File: src/rtl/iq_packer.sv
// Packs pairs of 2-bit I/Q GPS samples (or a self-test counter) into bytes and
// queues them in a first-word-fall-through FIFO with overflow accounting.
module iq_packer #(
  parameter int DEPTH_LOG2 = 3
) (
  input  logic       MCU_CLK_25_000,
  input  logic       RESET_P,
  input  logic       DATAREADY,
  input  logic       GPS_I0,
  input  logic       GPS_I1,
  input  logic       GPS_Q0,
  input  logic       GPS_Q1,
  input  logic       SELF_TEST,
  input  logic       BYTE_READY,
  output logic       BYTE_VALID,
  output logic [7:0] BYTE_DATA,
  output logic       OVERFLOW,
  output logic [7:0] DROP_COUNT
);

  localparam int DEPTH = 1 << DEPTH_LOG2;
  localparam int PW    = DEPTH_LOG2 + 1;
  localparam logic [PW-1:0] PTR_ONE = {{(PW-1){1'b0}}, 1'b1};

  logic            phase_q, phase_d;
  logic [3:0]      hold_q, hold_d;
  logic [3:0]      tcnt_q, tcnt_d;
  logic [PW-1:0]   wptr_q, wptr_d;
  logic [PW-1:0]   rptr_q, rptr_d;
  logic            ovf_q, ovf_d;
  logic [7:0]      drop_q, drop_d;
  logic [7:0]      mem_q [DEPTH];

  logic [3:0]      nibble_s;
  logic [7:0]      byte_s;
  logic            empty_s, full_s, wr_s, pop_s, push_s, drop_s;

  // Sample selection, FIFO status and the write/pop/drop decision for this edge.
  always_comb begin
    nibble_s = SELF_TEST ? tcnt_q : {GPS_I1, GPS_I0, GPS_Q1, GPS_Q0};
    byte_s   = {hold_q, nibble_s};
    empty_s  = (wptr_q == rptr_q);
    full_s   = (wptr_q[DEPTH_LOG2] != rptr_q[DEPTH_LOG2]) &&
               (wptr_q[DEPTH_LOG2-1:0] == rptr_q[DEPTH_LOG2-1:0]);
    wr_s     = DATAREADY & phase_q;
    pop_s    = ~empty_s & BYTE_READY;
    // A full FIFO still accepts the byte when the head leaves at the same edge.
    push_s   = wr_s & (~full_s | pop_s);
    drop_s   = wr_s & full_s & ~pop_s;
  end

  // Next-state values for the packer, pointers and overflow accounting.
  always_comb begin
    phase_d = phase_q;
    hold_d  = hold_q;
    tcnt_d  = tcnt_q;
    wptr_d  = wptr_q;
    rptr_d  = rptr_q;
    ovf_d   = ovf_q;
    drop_d  = drop_q;
    if (DATAREADY) begin
      phase_d = ~phase_q;
      if (!phase_q) begin
        hold_d = nibble_s;
      end else begin
        hold_d = hold_q;
      end
      if (SELF_TEST) begin
        tcnt_d = tcnt_q + 4'd1;
      end else begin
        tcnt_d = tcnt_q;
      end
    end else begin
      phase_d = phase_q;
    end
    if (push_s) begin
      wptr_d = wptr_q + PTR_ONE;
    end else begin
      wptr_d = wptr_q;
    end
    if (pop_s) begin
      rptr_d = rptr_q + PTR_ONE;
    end else begin
      rptr_d = rptr_q;
    end
    if (drop_s) begin
      ovf_d = 1'b1;
      if (drop_q != 8'hFF) begin
        drop_d = drop_q + 8'd1;
      end else begin
        drop_d = drop_q;
      end
    end else begin
      ovf_d = ovf_q;
    end
  end

  // Control state register with asynchronous reset.
  always_ff @(posedge MCU_CLK_25_000 or posedge RESET_P) begin
    if (RESET_P) begin
      phase_q <= 1'b0;
      hold_q  <= 4'h0;
      tcnt_q  <= 4'h0;
      wptr_q  <= {PW{1'b0}};
      rptr_q  <= {PW{1'b0}};
      ovf_q   <= 1'b0;
      drop_q  <= 8'h00;
    end else begin
      phase_q <= phase_d;
      hold_q  <= hold_d;
      tcnt_q  <= tcnt_d;
      wptr_q  <= wptr_d;
      rptr_q  <= rptr_d;
      ovf_q   <= ovf_d;
      drop_q  <= drop_d;
    end
  end

  // Byte storage; contents are meaningless once the pointers are reset.
  always_ff @(posedge MCU_CLK_25_000) begin
    if (push_s) begin
      mem_q[wptr_q[DEPTH_LOG2-1:0]] <= byte_s;
    end
  end

  assign BYTE_VALID = ~empty_s;
  assign BYTE_DATA  = empty_s ? 8'h00 : mem_q[rptr_q[DEPTH_LOG2-1:0]];
  assign OVERFLOW   = ovf_q;
  assign DROP_COUNT = drop_q;

endmodule

File: config.mk
export PLATFORM = sky130hd
export DESIGN_NAME = iq_packer
export DESIGN_NICKNAME = d
export VERILOG_FILES = /design/src/rtl/iq_packer.sv
export SDC_FILE = /design/constraint.sdc
export NUM_CORES = 1
export LEC_CHECK = 0
export BUFFER_PORTS_ARGS = -buffer_cell sky130_fd_sc_hd__buf_2
export CAP_MARGIN = 10
export CORE_UTILIZATION = 45
export DETAILED_ROUTE_END_ITERATION = 12
export GPL_TIMING_DRIVEN = 0
export PLACE_DENSITY = 0.68
export SLEW_MARGIN = 20
export SYNTH_ARGS = -nofsm -noshare
export SYNTH_HDL_FRONTEND = slang
export SYNTH_SLANG_ARGS = --single-unit
File: constraint.sdc
create_clock -name MCU_CLK_25_000 -period 6.5 [get_ports MCU_CLK_25_000]
set_input_delay 1.95 -clock MCU_CLK_25_000 [delete_from_list [all_inputs] [get_ports MCU_CLK_25_000]]
set_output_delay 1.95 -clock MCU_CLK_25_000 [all_outputs]
set_load 0.03 [all_outputs]
==> results.yml <==
detailed_routing:
  drt_wl_total_mm: 6.85
  avgViaCountPerCell: 5.36
  antenna_left: 0
  drt_iter0_drc: 104
  num_vias: 2011
  dr.pass1.iters: 4
  wire_per_inst_um: 18.3
  drc: 0
power_and_ir_drop:
  p_seq_share_pct: 42.0
  p_comb_share_pct: 39.9
  p_switching_w: 0.000781
  leakage_nw: 1.65
  power.internal_w: 0.00124
  p_per_area_mw_per_mm2: 464
  p_clk_share_pct: 18.1
  vdd_drop_max_mv: 0.251
  switching_share_pct: 38.6
  report.power.total_w: 0.00202
synthesis:
  async_flop_share_pct: 28.9
  netlist_area_mm2: 0.00382
  synth_top_area_share_pct: 50.3
  syn_avg_cell_area_um2: 17.2
  synthAdderAreaFrac_pct: 1.31
  synth_nets: 235
  synth_warnings: 0
  synth.distinct_cells: 35
  synth-compound-area-share_pct: 1.77
  synth_xor_area_share_pct: 4.58
  yosys.area.top_type: "edfxtp_1"
  yosys-top-cells-area: "edfxtp_1 50%, dfrtp_1 17%, mux4_2 9.4%, mux2_2 3.8%, xor2_1 3.4%"
  synth_edf_count: 64
  synthSimpleGateAreaFrac_pct: 7.62
  synth_top_family_by_area: "multiplexers"
  ys_seq_elements: 90
  synth_cells: 222
  synth.yosys.seq_area_share_pct: 67.3
  synth-main-ff-cell: "edfxtp_1"
  synthMuxAreaShare_pct: 15.3
min_path:
  hp-class: "reg -> reg"
  hp-start: "tcnt_q[3]$_DFFE_PP0P_"
status:
  status: "complete, no violations"
clocking:
  cts_setup_buffers: 0
  cts_resized: 0
  htreeDepth: 3
  cts_sinks: 90
  cts_hold_buf: 0
  cts_made_buffers: 9
  clk_path_buf_depth: 2
  cts_tree: "built"
  clk_pin_slew_worst_paths_ps: 90
  clkLatencyLatePin_ps: 370
  clk_root_buffer_cell: "clkbuf_8"
layout:
  final_util_pct: 53.1
  antennaDiodeCount: 0
  final_nets: 278
  area_growth_pct: 14.1
  layout-drive-gt1-share_pct: 35.2
floorplan:
  rows: 33
  dieArea_mm2: 0.00887
  fp.dieH_um: 94.2
  die_w_um: 94.2
  design.core.area_mm2: 0.00822
  io_pins: 27
  start_util_pct: 46.5
global_routing:
  use_met3_pct: 4.13
  antenna_found_initial: 0
  grtUsageTotal_pct: 17.5
  grt_pass1_wl_mm: 10.7
  grt_most_used_layer: "met2"
  grt_pass1_vias: 1998
  overflow: 0
  grt_max_degree: 27
  grtUsageMet1_pct: 23.2
  grt_use_met2_pct: 27.3
setup_path:
  crit_chain: "buf_6, buf_2, mux4_2, mux2i_1, nor2_1, buf_2"
  crit_path_end_kind: "output port"
  worstPathArrival_ps: 2320
  cp_common_cell: "buf_2"
  crit_type: "reg -> out"
  crit_start: "rptr_q[0]$_DFFE_PP0P_"
  max_stage_delay_ps: 560
  crit_path_start_kind: "flip-flop"
  reg2reg_from: "wptr_q[0]$_DFFE_PP0P_"
  cp_max_fo: 10
  cpMaxStageDelayCell: "mux4_2"
  cp.required_ps: 4550
sta:
  slew-limit-headroom_pct: 34.9
  rsz0062_at_grt: "false"
  setup_viol: 0
  final_max_slew_viol_count: 0
  timing_hold_violations_final: 0
  skew_ps: 12.9
  period_needed_ps: 4270
  tightest_slew_ps: 970
  setup_tns_ps: 0
  fmax_mhz: 234
  period_share_pct: 65.6
run:
  max_cap_viol_count: 0
placed_design:
  port_buffers: 26
  gp_congestion: 0.715
  dp_hpwl_mm: 4.73
[power groups by stage]
| stage | Sequential (W) | Clock (W) | Combinational, W |
|---|---|---|---|
| detailed placement | 0.000863 | 0 | 0.000819 |
| global placement | 0.000856 | 0 | 0.000791 |
| CTS | 0.000850 | 0.000375 | 0.000822 |
| floorplan | 0.000856 | 0 | 0.000599 |
| finish | 0.000849 | 0.000366 | 0.000807 |
| global route | 0.000865 | 0.000397 | 0.000878 |
[per-stage QoR]
stage	instance area (um2)	std cells	setup slack (ps)	hold slack (ps)
floorplan	3820	222	2750	436
global placement	4090	353	1680	451
detailed placement	4170	359	2570	451
CTS	4360	375	2140	471
global route	4360	375	2030	480
finish	4360	375	2230	472
[logic make-up (layout without fill, tap and decap cells)]
family,Yosys count,count (layout)
simple gates,49,49
buf+inv,14,62
flops,90,90
xor+xnor,20,20
fa+ha+maj,4,4
compound gates,8,8
mux,37,37
[final cells by class]
cell class | count | area (um2)
clock inverters | 7 | 72.6
multi-input cells | 118 | 1210
clock buffers | 9 | 124
inverters | 4 | 15.0
repair buffers | 32 | 175
flip-flops and latches | 90 | 2570
well taps | 105 | 131
plain buffers | 10 | 65.1
fillers | 668 | 3850
[path summary, 6_finish.rpt]
kind	endpoint	slack (ps)	cells after the start
setup / recovery	BYTE_DATA[2]	2230	6
hold / removal	tcnt_q[3]$_DFFE_PP0P_	470	1
setup reg to reg	mem_q[4][5]$_DFFE_PP_	4070	7
hold reg to reg	tcnt_q[3]$_DFFE_PP0P_	470	1
max in group asynchronous	DROP_COUNT[3]$_DFFE_PP0P_	4370	2
min in group asynchronous	tcnt_q[2]$_DFFE_PP0P_	1680	2
[registers in the layout, summed over array words and instances, names as in the netlist]
| register | cells |
|---|---|
| OVERFLOW | 1 |
| mem_q | 64 |
| phase_q | 1 |
| DROP_COUNT | 8 |
| hold_q | 4 |
| tcnt_q | 4 |
| rptr_q | 4 |
| wptr_q | 4 |
[cells in the mapped netlist, drive strengths merged, types with 2 or more instances]
cell type	number
edfxtp	64
dfrtp	26
mux4	16
xor2	15
mux2	13
nor2	12
mux2i	8
buf	7
nand3	7
nor3	7
nand2	6
xnor2	5
ha	4
inv	4
nor4b	4
clkbuf	3
nor4	3
o21ai	3
and2	2
and4b	2
nand2b	2
nand4	2
[routing by layer]
| metal | routed length [um] | up-vias |
|---|---|---|
| met3 | 359 | 14 |
| met1 | 3000 | 1006 |
| met4 | 133 | 0 |
| li1 | - | 937 |
| met2 | 3350 | 54 |
| met5 | 0 | - |
[critical path: cells and delay by family (launching register included)]
family	cells	cell delay (ps)
buffers and inverters	3	740
DFF	1	370
muxes	2	760
and+or+nand+nor	1	60
[cells in the final DEF (no fill, tap or decap), drive strengths merged]
master	instances
edfxtp	64
buf	39
dfrtp	26
mux4	16
xor2	15
mux2	13
nor2	12
clkbuf	12
mux2i	8
nand3	7
nor3	7
nand2	6
inv	6
xnor2	5
ha	4
nor4b	4
clkinv	4
nor4	3
o21ai	3
nand4	2
nand2b	2
and4b	2
and2	2
or3	1
o2111ai	1
and3	1
a21oi	1
o211ai	1
a211oi	1
a31o	1
clkinvlp	1
No activity file was read; power rests on OpenSTA's default activity.
